[src/rtl/sdram_to_uart_fifo.sv]
`default_nettype none
// ============================================================================
//  Module      : sdram_to_uart_fifo
//  Description : Queues SDRAM read-data / write-done report requests and
//                serializes each one as a byte message for a UART
//                transmitter. Read reports send the sampled word MSB-first;
//                write reports send "OK"; an optional terminator byte can
//                follow every message.
//  Revision    : 1.0 - initial release
// ============================================================================
module sdram_to_uart_fifo #(
    parameter int         SD_W      = 16,
    parameter int         DEPTH     = 4,
    parameter int         TERM_EN   = 0,
    parameter logic [7:0] TERM_BYTE = 8'h0A
) (
    input  logic                     CLK,
    input  logic                     RST,
    output logic [7:0]               o_data,
    output logic                     o_stb,
    input  logic                     o_ack,
    input  logic [SD_W-1:0]          sd_data,
    input  logic                     i_stb_rd,
    input  logic                     i_stb_wt,
    output logic                     i_ack,
    output logic [$clog2(DEPTH):0]   o_level
);

    localparam int c_AW = $clog2(DEPTH);
    localparam int c_NB = SD_W / 8;
    // Byte index must also reach 1 for the two-byte write report
    localparam int c_IW = (c_NB > 2) ? $clog2(c_NB) : 1;

    localparam logic [1:0] c_IDLE = 2'd0;
    localparam logic [1:0] c_SEND = 2'd1;
    localparam logic [1:0] c_TERM = 2'd2;

    // FIFO entry: {is_read, word}
    logic [SD_W:0]       r_mem [DEPTH];
    logic [c_AW-1:0]     r_wr_ptr;
    logic [c_AW-1:0]     r_rd_ptr;
    logic [c_AW:0]       r_level;

    logic [1:0]          r_state;
    logic [1:0]          w_state_nxt;
    logic [c_IW-1:0]     r_idx;
    logic                r_cur_rd;
    logic [SD_W-1:0]     r_cur_word;

    logic                w_full;
    logic                w_push;
    logic                w_pop;
    logic                w_last;
    logic [SD_W-1:0]     w_shifted;
    logic [7:0]          w_rd_byte;

    assign w_full  = (r_level == (c_AW+1)'(DEPTH));
    // Acceptance is independent of a same-cycle pop, and forced low in reset
    assign i_ack   = (i_stb_rd | i_stb_wt) & ~w_full & ~RST;
    assign w_push  = i_ack;
    assign w_pop   = (r_state == c_IDLE) && (r_level != '0);
    assign o_level = r_level;

    // Last byte of the current message: word bytes for reads, two for writes
    assign w_last    = r_cur_rd ? (r_idx == c_IW'(c_NB - 1)) : (r_idx == c_IW'(1));
    // Shift the selected byte up to the top of the word (MSB-first order)
    assign w_shifted = r_cur_word << {r_idx, 3'b000};
    assign w_rd_byte = w_shifted[SD_W-1 -: 8];

    // Entry storage; contents are don't-care until written, so no reset
    always_ff @(posedge CLK) begin
        if (w_push) begin
            r_mem[r_wr_ptr] <= {i_stb_rd, sd_data};
        end
    end

    // Pointers wrap naturally because DEPTH is a power of two
    always_ff @(posedge CLK or posedge RST) begin
        if (RST) begin
            r_wr_ptr <= '0;
            r_rd_ptr <= '0;
            r_level  <= '0;
        end else begin
            if (w_push) begin
                r_wr_ptr <= r_wr_ptr + c_AW'(1);
            end
            if (w_pop) begin
                r_rd_ptr <= r_rd_ptr + c_AW'(1);
            end
            case ({w_push, w_pop})
                2'b10:   r_level <= r_level + (c_AW+1)'(1);
                2'b01:   r_level <= r_level - (c_AW+1)'(1);
                default: r_level <= r_level;
            endcase
        end
    end

    // Load the head entry on pop and step the byte index on each accepted byte
    always_ff @(posedge CLK or posedge RST) begin
        if (RST) begin
            r_cur_rd   <= 1'b0;
            r_cur_word <= '0;
            r_idx      <= '0;
        end else if (w_pop) begin
            {r_cur_rd, r_cur_word} <= r_mem[r_rd_ptr];
            r_idx                  <= '0;
        end else if ((r_state == c_SEND) && o_ack && !w_last) begin
            r_idx <= r_idx + c_IW'(1);
        end
    end

    // Serializer state register
    always_ff @(posedge CLK or posedge RST) begin
        if (RST) begin
            r_state <= c_IDLE;
        end else begin
            r_state <= w_state_nxt;
        end
    end

    // Serializer next-state logic
    always_comb begin
        w_state_nxt = r_state;
        case (r_state)
            c_IDLE: begin
                if (r_level != '0) begin
                    w_state_nxt = c_SEND;
                end
            end
            c_SEND: begin
                if (o_ack && w_last) begin
                    w_state_nxt = (TERM_EN != 0) ? c_TERM : c_IDLE;
                end
            end
            c_TERM: begin
                if (o_ack) begin
                    w_state_nxt = c_IDLE;
                end
            end
            default: w_state_nxt = c_IDLE;
        endcase
    end

    // Serializer outputs: byte strobe and byte value per state
    always_comb begin
        o_stb  = 1'b0;
        o_data = 8'h00;
        case (r_state)
            c_SEND: begin
                o_stb  = 1'b1;
                if (r_cur_rd) begin
                    o_data = w_rd_byte;
                end else begin
                    o_data = (r_idx == '0) ? 8'h4F : 8'h4B;
                end
            end
            c_TERM: begin
                o_stb  = 1'b1;
                o_data = TERM_BYTE;
            end
            default: begin
                o_stb  = 1'b0;
                o_data = 8'h00;
            end
        endcase
    end

endmodule
`default_nettype wire

[config.mk]
export PLATFORM = sky130hd
export DESIGN_NAME = sdram_to_uart_fifo
export DESIGN_NICKNAME = d
export VERILOG_FILES = /design/src/rtl/sdram_to_uart_fifo.sv
export SDC_FILE = /design/constraint.sdc
export NUM_CORES = 1
export LEC_CHECK = 0
export BUFFER_PORTS_ARGS = -buffer_cell sky130_fd_sc_hd__buf_2
export CAP_MARGIN = 30
export CORE_MARGIN = 2
export CORE_UTILIZATION = 63
export DETAILED_ROUTE_END_ITERATION = 12
export PLACE_DENSITY_LB_ADDON = 0.25
export SLEW_MARGIN = 10
export SYNTH_ARGS = -nofsm -noshare
export SYNTH_HDL_FRONTEND = slang
export SYNTH_SLANG_ARGS = --single-unit
[constraint.sdc]
create_clock -name CLK -period 3.6 [get_ports CLK]
set_input_delay 0.18 -clock CLK [delete_from_list [all_inputs] [get_ports CLK]]
set_output_delay 0.18 -clock CLK [all_outputs]
set_load 0.01 [all_outputs]
# After elaboration in Yosys (flattened, before gate mapping)
# Memory sizes are Yosys's and may differ from the RTL's. A register that Yosys moved wholly into a read port is not among the register bits.
# Cells that the tools add are included.
# totals
mem_bits_ro	0
wordCells	49
ff_bits	10
latchBits	0
ramBits	68
n_memories	1
output_inout_bits	13
in_bits	21
# op_classes
order_cmp	0
reduce_logical	11
n_mux	13
add_sub_neg	5
bitwise_logic	5
div	0
mul	0
n_eq_ne	8
shifts	1
# mem_list
memory	words	word_bits	read_ports	rd_ports_with_merged_regs	wr	line_no	source
r_mem	4	17	1	1	1	39	logic [SD_W:0] r_mem [DEPTH];
# op_table
cell	n
$pmux 8 s2	1
$shl 16x4->16	1
$mux 8	1
$mux 2	3
$pmux 2 s3	1
$pmux 3 s2	1
$mux 1	5
$add 2x1->2 const B	2
$eq 2x1->1 const B	2
$eq 2x2->1 const B	2
$logic_and 1x1->1	4
$ne 2x1->1 const B	2
$reduce_bool 2->1	2
$add 3x1->3 const B	1
$eq 3x3->1 const B	1
$mux 3	1
$reduce_and 3->1	1
$reduce_bool 3->1	1
$sub 3x1->3 const B	1
$and 1x1->1	2
$logic_not 2->1	1
$ne 2x2->1 const B	1
$not 1->1	2
$reduce_or 2->1	1
other kinds (3)	3

# Longest topological paths before layout
# Gate-level depths: netlist (run 1).
# depth
depth_word	6
depth_mapped	9
depth_no_buf	9

# Least setup slack after synthesis (run 1)
# No wires, ideal clock.
# synth_path
path_type	register to register
startpoint	reg r_level[2] (netlist: o_level[2])
endpoint	reg r_level[2] (netlist: o_level[2])
path_slack_ns	1.506
n_path_buf	1
required_time_ns	3.520
setup_ns	0.080
t_arrival_ns	2.015
stages_incl_launch_ff	10
path_cell_list	dfrtp_1 -> nor3_2 -> nor2_4 -> buf_4 -> ha_1 -> inv_1 -> fa_1 -> xor2_1 -> nor2_1 -> xor2_1
# synth_via
elab_cells_between_ends	12
cone_classes	add/sub (2); eq/ne (3); mux (1); bitwise (3); reduce/logical (3)
# synth_lines
item	line_no	source
from (decl)	42	logic [c_AW:0] r_level;
from (signal assigned)	91	2'b10: r_level <= r_level + (c_AW+1)'(1);
from (signal assigned)	92	2'b01: r_level <= r_level - (c_AW+1)'(1);
from (signal assigned)	93	default: r_level <= r_level;
$reduce_bool 3->1 (*)	61	assign w_pop = (r_state == c_IDLE) && (r_level != '0);
$logic_and 1x1->1 (*)	61	
net w_pop	52	logic w_pop;
$eq 2x1->1 or $eq 2x2->1 (tied branches)	90	case ({w_push, w_pop})
$pmux 3 s2 or $reduce_bool 2->1 (tied branches)	--	
# The timed path passes the listed nets; every way through them passes the cells marked *.
# A chain may end at the register's enable or synchronous reset.

# Worst setup path in the final report (run 1)
# layout_path
startpoint	reg r_level[2] (netlist: o_level[2])
endpoint	reg r_level[2] (netlist: o_level[2])
# layout_via
elab_chain_cells	6
elab_cells_between_ends	12
cone_classes	add/sub (2); eq/ne (3); mux (1); bitwise (3); reduce/logical (3)
# layout_lines
item	line_no	source
$eq 3x3->1	57	assign w_full = (r_level == (c_AW+1)'(DEPTH));
$not 1->1	59	assign i_ack = (i_stb_rd | i_stb_wt) & ~w_full & ~RST;
$and 1x1->1 (2 in a row)	59	
$eq 2x1->1 or $eq 2x2->1 (tied branches)	90	
$pmux 3 s2 or $reduce_bool 2->1 (tied branches)	--	
# Several ways; a longest one is shown, not always the timed one.

==> flow_summary.yaml, run 1 <==
clock_tree:
  clk_path_buf_depth: 2
  clk_pin_slew_worst_paths_ns: 0.09
  postCtsSetupRepairBufs: 0
  clock_latency_ns: 0.35
  h-tree-depth: 3
  cts_tree: "done"
  clock_sinks: 94
  cts-root-buf: "clkbuf_8"
  cts_buffers: 9
synthesis:
  mappedNetlistArea_um2: 3821
  synthCells: 190
  synth_area_leaders: "edfxtp_1 53%, dfrtp_1 17%, mux4_1 6.2%, mux4_2 4.7%, mux2_4 3.1%"
  yosys.area.top_type: "edfxtp_1"
  synth_nets: 217
  synth.top_cell.area_share_pct: 53.44
  ys_async_sr_fraction_pct: 27.66
  synth_most_common_cell: "edfxtp_1"
  synth_edf_count: 68
  ys_top_cells_by_count: "68 x edfxtp_1, 26 x dfrtp_1, 10 x mux2_2"
  synth_flop_cell: "edfxtp_1"
  synth.distinct_cells: 30
  synth-seq-cells: 94
  synth_seq_area_share_pct: 70.46
  yosys_warnings: 0
  syn_area_per_cell_um2: 20.11
global_route:
  grt_first_pass_wirelength_um: 10130
  grt.overflow.total: 0
  grt_usage_pct: 21.93
  grt_max_degree: 27
  antenna_found_initial: 0
  grt_pass1_vias: 1894
worst_setup_path:
  reg2reg_from: "o_level[2]$_DFFE_PP0P_"
  crit_type: "register to register"
  required_ns: 3.87
  path_cells: "nor3_2 -> nor2_4 -> ha_1 -> inv_1 -> fa_1 -> xor2_1 -> nor2_1 -> xor2_1"
  worstSetupStartpointType: "register"
  worstReg2RegEnd: "o_level[2]$_DFFE_PP0P_"
  critPathSlowestCell: "nor2_4"
  critPathMaxStageDelay_ns: 0.53
  crit_end: "o_level[2]$_DFFE_PP0P_"
  crit_fanout: 19
  endpoint_kind: "register"
  r2r_cells: 8
  critPathMostFrequentCell: "xor2_1"
  critPathLaunch: "o_level[2]$_DFFE_PP0P_"
  r2r_slack_ns: 1.14
  arrival_ns: 2.73
timing:
  hold_violations: 0
  fin_crit_sh_pct: 68.40
  tightest_slew_ns: 0.9669
  finalCriticalPeriod_ns: 2.463
  setup_ws_ns: 1.137
  fin_skew_ns: 0.008922
  finalSetupViolations: 0
  rsz0062_at_grt: "no"
  drv_slew: 0
  fmax_mhz: 406.1
  tns_ns: 0
  max-slew-margin-rel_pct: 35.54
floorplanning:
  coreArea_um2: 5886
  io_pins: 34
  die_area_um2: 6704
  rows: 28
  start_util_pct: 64.92
  die_y_um: 81.88
  die-width_um: 81.88
power_and_ir_drop:
  p_leak_nw: 1.664
  seqPwrFrac_pct: 47.7
  power_mw: 3.580
  intPower_mw: 2.469
  switching_share_pct: 31.06
  power_switching_mw: 1.112
  p_per_area_nw_per_um2: 828.7
  clkPwrFrac_pct: 21.0
  ir_worst_vdd_v: 0.0005010
  power_frac_comb_pct: 31.3
hold_path:
  hp-start: "sd_data[7]"
  hold_path.class: "primary input to register"
final_layout:
  n_fill_cell: 359
  final_area_um2: 4320
  regArea_um2: 2693
  syn2layout_area_growth_pct: 13.06
  utilization_pct: 73.41
  antenna_cells: 0
  fin_nets: 258
  multi_input_area_um2: 1045
  drive_gt1_share_pct: 33.90
drt:
  first_pass_iters: 4
  vias: 1828
  detail_route.iter0.violations: 112
  wl_per_cell_um: 21.05
  routed_wl_um: 6546
  ant_nets: 0
  drc: 0
  vias_per_cell: 5.878
placement:
  gp_congestion: 0.7113
  dpl.hpwl_um: 4216
  place_worst_setup_slack_ns: 1.163
  portBuffers: 33
  place_area_um2: 4050
flow_run:
  maxCapViolCount: 0
run_status:
  status: "finished clean"
==> per-stage QoR <==
stage,hold slack [ns],std cells
after floorplan,0.2200,190
after global placement,0.3874,291
after detailed placement,0.3962,292
after CTS,0.02234,308
after global routing,0.02258,311
final,0.03616,311
==> power by group through the flow <==
stage / combinational [mW] / clock (mW) / sequential (mW)
floorplan: 0.919 / 0 / 1.58
global placement: 0.999 / 0 / 1.72
detailed placement: 1.12 / 0 / 1.73
CTS: 1.13 / 0.764 / 1.71
finish: 1.12 / 0.752 / 1.71
global route: 1.22 / 0.803 / 1.74
==> registers in the layout (all words and copies together) (netlist names) <==
| signal | flops |
|---|---|
| r_state | 1 |
| r_mem | 68 |
| r_idx | 1 |
| r_cur_word | 16 |
| r_cur_rd | 1 |
| r_rd_ptr | 2 |
| o_level | 3 |
| r_wr_ptr | 2 |
==> what timing repair did <==
item,4_1_cts,5_1_grt
resized for setup,0,0
hold buffers,0,1
endpoints found under the hold margin,0,6
==> cells by family (layout without fill, tap and decap cells) <==
group | count (synthesis) | in the layout | synth area share (%)
AO/OA/AOI/OAI | 8 | 8 | 1.899
XOR/XNOR | 6 | 6 | 1.375
adder cells (fa/ha/maj) | 6 | 6 | 2.161
buffers and inverters | 14 | 60 | 2.194
AND/OR/NAND/NOR | 19 | 19 | 2.816
flip-flops | 94 | 94 | 70.46
multiplexers | 43 | 43 | 19.09
==> final cells by class <==
cell class                      count  area share [%]
Multi-Input combinational cell     82           24.18
Timing Repair Buffer               37           5.589
Clock inverter                      6           2.172
Clock buffer                       10           2.954
Tap cell                           75           2.172
Sequential cell                    94           62.32
Inverter                            7          0.6082
==> worst max-delay path, delay by kind of cell (launching register included) <==
kind | cells | cell delay [ns]
xor+xnor | 2 | 0.32
fa+ha+maj | 2 | 0.70
buf+inv | 1 | 0.08
flops | 1 | 0.51
simple gates | 3 | 0.76
==> placed cells by master (no fill, tap or decap), types with 7 or more instances in the layout <==
master / netlist / routed
mux2_4: 8 / 8
mux2_2: 10 / 10
buf_2: 3 / 33
dfrtp_1: 26 / 26
edfxtp_1: 68 / 68
mux4_1: 9 / 9
clkbuf_8: 0 / 9
mux4_2: 8 / 8
inv_1: 7 / 7
mux2i_1: 8 / 8
==> routing by layer <==
metal  GRT usage (%)  up-vias  wire (um)
li1                -      824          -
met1           27.73      952       2639
met2           37.07       43       3629
met3           4.066        9        198
met4           10.17        0         79
met5               0        -          0
==> worst min-delay path by stage <==
stage / end / slack (ns) / depth (start not counted)
2_1_floorplan: o_level[0]$_DFFE_PP0P_ / 0.22 / 1
3_3_place_gp: r_mem[2][7]$_DFFE_PP_ / 0.39 / 1
3_5_place_dp: r_mem[0][9]$_DFFE_PP_ / 0.40 / 1
4_1_cts: r_mem[0][9]$_DFFE_PP_ / 0.02 / 1
5_1_grt: r_mem[0][12]$_DFFE_PP_ / 0.02 / 1
6_report: r_mem[1][7]$_DFFE_PP_ / 0.04 / 1
No activity file was read; power rests on OpenSTA's default activity.
==> run 2: changes to the inputs <==
Settings changed: ABC_AREA set to 1, CORE_UTILIZATION 63 to 54.
Clock period 3.6 ns to 2.2 ns, I/O delays scaled along.
==> run 2 against run 1 <==
First-iteration DRC count increased by 67%. Global-route usage decreased by 1.0 points. Maximum frequency increased by 32%. Clock power increased by 38%. Critical path type unchanged. Highest routed layer unchanged.
==> flow_summary.yaml, run 2 <==
clock_tree:
  h-tree-depth: 3
  cts_buffers: 9
  cts_tree: "done"
  cts-root-buf: "clkbuf_8"
  clk_pin_slew_worst_paths_ns: 0.09
  clock_sinks: 94
  clock_latency_ns: 0.35
  postCtsSetupRepairBufs: 0
  clk_path_buf_depth: 2
global_route:
  grt_first_pass_wirelength_um: 13430
  grt_pass1_vias: 2810
  grt_usage_pct: 20.93
  grt_max_degree: 36
  grt.overflow.total: 0
  antenna_found_initial: 0
synthesis:
  ys_async_sr_fraction_pct: 27.66
  yosys_warnings: 0
  syn_area_per_cell_um2: 9.807
  synth.distinct_cells: 26
  synth_most_common_cell: "nand2_1"
  synth_seq_area_share_pct: 63.41
  mappedNetlistArea_um2: 4247
  synth_edf_count: 68
  synth-seq-cells: 94
  synth_area_leaders: "edfxtp_1 48%, dfrtp_1 15%, nand2_1 13%, inv_1 7.5%, nand3_1 4.7%"
  synth.top_cell.area_share_pct: 48.08
  synthCells: 433
  synth_nets: 460
  ys_top_cells_by_count: "148 x nand2_1, 85 x inv_1, 68 x edfxtp_1"
  synth_flop_cell: "edfxtp_1"
  yosys.area.top_type: "edfxtp_1"
drt:
  detail_route.iter0.violations: 187
  dr_wl_met3_um: 348
  first_pass_iters: 4
  routed_wl_um: 8105
  wl_met2_um: 3852
  ant_nets: 0
  highest_layer: "met4"
  wl_met1_um: 3778
  drc: 0
  vias_per_cell: 4.742
  vias: 2850
  wl_per_cell_um: 13.49
floorplanning:
  die_y_um: 92.68
  die-width_um: 92.68
  rows: 32
  io_pins: 34
  coreArea_um2: 7687
  die_area_um2: 8590
  start_util_pct: 55.24
timing:
  rsz0062_at_grt: "no"
  setup_ws_ns: 0.3322
  finalCriticalPeriod_ns: 1.868
  hold_slack_ns: 0.03575
  fmax_mhz: 535.4
  max-slew-margin-rel_pct: 69.49
  tightest_slew_ns: 0.4576
  tns_ns: 0
  hold_violations: 0
  fin_skew_ns: 0.009026
  drv_slew: 0
  finalSetupViolations: 0
  fin_crit_sh_pct: 84.90
final_layout:
  mostFrequentLayoutCells: "148 x nand2_1, 85 x inv_1, 68 x edfxtp_1, 40 x nand3_1, 33 x buf_2"
  final_common_cell: "nand2_1"
  syn2layout_area_growth_pct: 14.97
  largest_reg_flops: 68
  utilization_pct: 63.51
  multi_input_area_um2: 1075
  fin_nets: 521
  drive_gt1_share_pct: 16.23
  largest_register: "r_mem"
  regArea_um2: 2693
  n_fill_cell: 652
  antenna_cells: 0
placement:
  dpl.hpwl_um: 5308
  place_worst_setup_slack_ns: 0.3453
  portBuffers: 33
  gp_congestion: 0.8489
power_and_ir_drop:
  power_frac_comb_pct: 38.2
  ir_worst_vdd_v: 0.0004510
  p_leak_nw: 2.387
  intPower_mw: 3.637
  p_per_area_nw_per_um2: 1225
  seqPwrFrac_pct: 44.4
  power_mw: 5.980
  power_switching_mw: 2.343
  switching_share_pct: 39.18
  clkPwrFrac_pct: 17.5
flow_run:
  maxCapViolCount: 0
worst_setup_path:
  crit_fanout: 22
  crit_type: "register to register"
  arrival_ns: 2.11
  r2r_slack_ns: 0.33
  endpoint_kind: "register"
  worstSetupStartpointType: "register"
  required_ns: 2.44
run_status:
  status: "finished clean"
hold_path:
  hold_path.class: "primary input to register"
[run 2: kinds of logic after synthesis]
| family | after synthesis | synth area share [%] |
|---|---|---|
| and+or+nand+nor | 215 | 21.48 |
| DFF | 94 | 63.41 |
| AOI/OAI and AO/OA | 9 | 1.061 |
| buffers and inverters | 105 | 11.28 |
| adders and majority gates | 6 | 1.945 |
| xor gates and xnor gates | 4 | 0.8251 |
[run 2: cell type report]
type,count,area share (%)
inverter,91,7.150
sequential,94,55.15
clock buffer,11,3.127
multi-input combinational,234,22.01
clock inverter,5,0.6151
tap,102,2.614
timing repair buffer,64,9.329
[run 2: per-layer routing]
metal  GRT usage, %  vias up
met1          27.81     1332
li1               -     1453
met5              0        -
met2          34.06       56
met4          9.191        0
met3          3.743        9
[run 2: through the flow]
stage | area (um2) | instances
global route | 4882 | 601
global placement | 4519 | 567
floorplan | 4247 | 433
finish | 4882 | 601
CTS | 4882 | 601
detailed placement | 4519 | 567
[run 2: power by group through the flow]
stage / sequential, mW / combinational [mW] / clock, mW
finish: 2.65 / 2.28 / 1.04
global route: 2.69 / 2.63 / 1.14
CTS: 2.65 / 2.31 / 1.07
detailed placement: 2.69 / 2.27 / 0
global placement: 2.67 / 2.22 / 0
floorplan: 2.56 / 1.81 / 0
[run 2: critical path: stages (launching register included)]
cell	delay [ns]
dfrtp_1	0.46
inv_2	0.13
nand2_4	0.16
inv_4	0.09
ha_1	0.15
inv_1	0.07
fa_1	0.38
nand2_1	0.08
nand3_1	0.08
xor2_1	0.14
[run 2: worst paths after layout]
kind,start,to,depth (start not counted)
worst max-delay path,r_state[0]$_DFFE_PP0P_,o_level[2]$_DFFE_PP0P_,9
worst min register to register,r_cur_word[9]$_DFFE_PP0P_,r_cur_word[9]$_DFFE_PP0P_,2
min in group asynchronous,RST,r_cur_word[4]$_DFFE_PP0P_,4
worst min-delay path,o_ack,r_idx$_DFFE_PP0P_,3
worst max register to register,r_state[0]$_DFFE_PP0P_,o_level[2]$_DFFE_PP0P_,9
max in group asynchronous,RST,r_cur_word[10]$_DFFE_PP0P_,4
[run 2: what timing repair did]
action / 4_1_cts / 5_1_grt
hold buffers: 18 / 0
gates resized for setup: 0 / 0
hold endpoints to repair: 94 / 0
==> run 3: changes to the inputs <==
Settings changed: CORE_UTILIZATION 54 to 59.
Clock period 2.2 ns to 1.9 ns, I/O delays scaled along.
==> run 3 against run 2 <==
Clock power is 36% higher. Sequential power rose by 15%. Non-clock buffer count grew 3. Die area shrank 8.1%. Critical path type unchanged.
==> flow_summary.yaml, run 3 (synthesis gave the netlist of run 2 again) <==
hold_path:
  hold_path.class: "primary input to register"
drt:
  detail_route.iter0.violations: 252
  drc: 0
  ant_nets: 0
  first_pass_iters: 5
  vias: 2951
  routed_wl_um: 8248
  vias_per_cell: 4.935
  wl_per_cell_um: 13.79
final_layout:
  utilization_pct: 71.57
  final_common_cell: "nand2_1"
  n_fill_cell: 533
  largest_register: "r_mem"
  final_area_um2: 4916
  mostFrequentLayoutCells: "148 x nand2_1, 84 x inv_1, 68 x edfxtp_1, 40 x nand3_1, 33 x buf_2"
  fin_nets: 524
  drive_gt1_share_pct: 16.73
  antenna_cells: 0
  largest_reg_flops: 68
  syn2layout_area_growth_pct: 15.76
timing:
  fmax_mhz: 566.1
  max-slew-margin-rel_pct: 66.97
  finalCriticalPeriod_ns: 1.767
  rsz0062_at_grt: "no"
  fin_skew_ns: 0.009662
  tightest_slew_ns: 0.4954
  hold_violations: 0
  finalSetupViolations: 0
  fin_crit_sh_pct: 92.98
  drv_slew: 0
clock_tree:
  clock_sinks: 94
  clock_latency_ns: 0.35
  clk_pin_slew_worst_paths_ns: 0.09
  cts-root-buf: "clkbuf_8"
  h-tree-depth: 3
  cts_tree: "done"
  clk_path_buf_depth: 2
  cts_buffers: 9
  postCtsSetupRepairBufs: 0
floorplanning:
  coreArea_um2: 6869
  io_pins: 34
  die_area_um2: 7893
  rows: 30
  die_y_um: 88.84
  die-width_um: 88.84
  start_util_pct: 61.82
global_route:
  grt_usage_pct: 23.15
  grt_pass1_vias: 2819
  antenna_found_initial: 0
  grt_first_pass_wirelength_um: 13300
  grt.overflow.total: 0
  grt_max_degree: 36
power_and_ir_drop:
  ir_worst_vdd_v: 0.0007117
  p_per_area_nw_per_um2: 1458
  p_leak_nw: 2.405
  power_mw: 7.168
worst_setup_path:
  r2r_slack_ns: 0.13
  critPathMostFrequentCell: "nand3_1"
  endpoint_kind: "register"
  critPathSlowestCell: "dfrtp_1"
  crit_end: "o_level[2]$_DFFE_PP0P_"
  critPathMaxStageDelay_ns: 0.42
  worstSetupStartpointType: "register"
  arrival_ns: 2.01
  worstReg2RegEnd: "o_level[2]$_DFFE_PP0P_"
  r2r_cells: 9
  crit_type: "register to register"
  critPathLaunch: "o_level[0]$_DFFE_PP0P_"
  crit_fanout: 3
  reg2reg_from: "o_level[0]$_DFFE_PP0P_"
  required_ns: 2.14
  path_cells: "inv_2 -> nand3_1 -> nand3_2 -> ha_1 -> inv_1 -> fa_2 -> nand2_1 -> nand3_1 -> xor2_1"
run_status:
  status: "finished clean"
placement:
  portBuffers: 33
  dpl.hpwl_um: 5369
  place_area_um2: 4522
  gp_congestion: 0.8666
flow_run:
  maxCapViolCount: 0
## run 3: cell types whose count changed in the layout (fill, tap and decap cells not counted), moves of 2 or more
cell | previous run | this run
bufinv_16 | 0 | 2
buf_4 | 12 | 16
clkinv_2 | 3 | 1
clkbuf_1 | 1 | 3
## run 3: repair_timing
item | 4_1_cts | 5_1_grt
resized for setup | 0 | 3
hold buffers | 18 | 0
endpoints found under the setup margin | 0 | 1
endpoints found under the hold margin | 94 | 0
## run 3: power breakdown
part | leakage (nW) | total [mW] | internal, mW | switching (mW)
Sequential | 0.935 | 3.06 | 2.72 | 0.342
Clock | 0.105 | 1.41 | 0.747 | 0.664
Combinational | 1.36 | 2.69 | 0.956 | 1.74
Total | 2.40 | 7.17 | 4.42 | 2.74
## run 3: how the worst min path moves through the flow
stage | from | end | slack [ns] | depth (start not counted)
global route | o_ack | r_idx$_DFFE_PP0P_ | 0.04 | 3
CTS | o_ack | r_idx$_DFFE_PP0P_ | 0.02 | 3
global placement | RST | o_level[1]$_DFFE_PP0P_ | 0.25 | 3
floorplan | RST | o_level[0]$_DFFE_PP0P_ | 0.17 | 1
detailed placement | RST | r_cur_rd$_DFFE_PP0P_ | 0.24 | 3
finish | o_ack | r_idx$_DFFE_PP0P_ | 0.02 | 3
## run 3: layer usage
layer,GRT usage (%),routed length (um),vias up
met5,0,0,-
met4,9.091,176,0
met3,4.571,584,17
met2,38.40,3969,105
met1,30.28,3519,1367
li1,-,-,1462
## run 3: final cells by class
cell class	instances	area (um2)	area share, %
Clock buffer	12	135.1	2.749
Clock inverter	4	73.82	1.502
Inverter	91	349.1	7.101
Multi-Input combinational cell	234	1080	21.96
Sequential cell	94	2693	54.77
Tap cell	96	120.1	2.443
Timing Repair Buffer	67	465.4	9.468
## run 3: through the flow
stage,setup slack (ns),hold slack [ns],TNS [ns],std cells
final,0.1334,0.02365,0,598
after detailed placement,0.04255,0.2440,0,564
after CTS,0.02001,0.01961,0,598
after global placement,0.1572,0.2464,0,564
after floorplan,-0.2356,0.1685,-16.02,433
after global routing,0.01566,0.03932,0,598
## run 3: worst max-delay path, delay by kind of cell, from the launching register on
family | cells | cell delay (ns)
XOR/XNOR | 1 | 0.15
adder cells (fa/ha/maj) | 2 | 0.51
buffers and inverters | 2 | 0.18
flip-flops | 1 | 0.42
AND/OR/NAND/NOR | 4 | 0.40
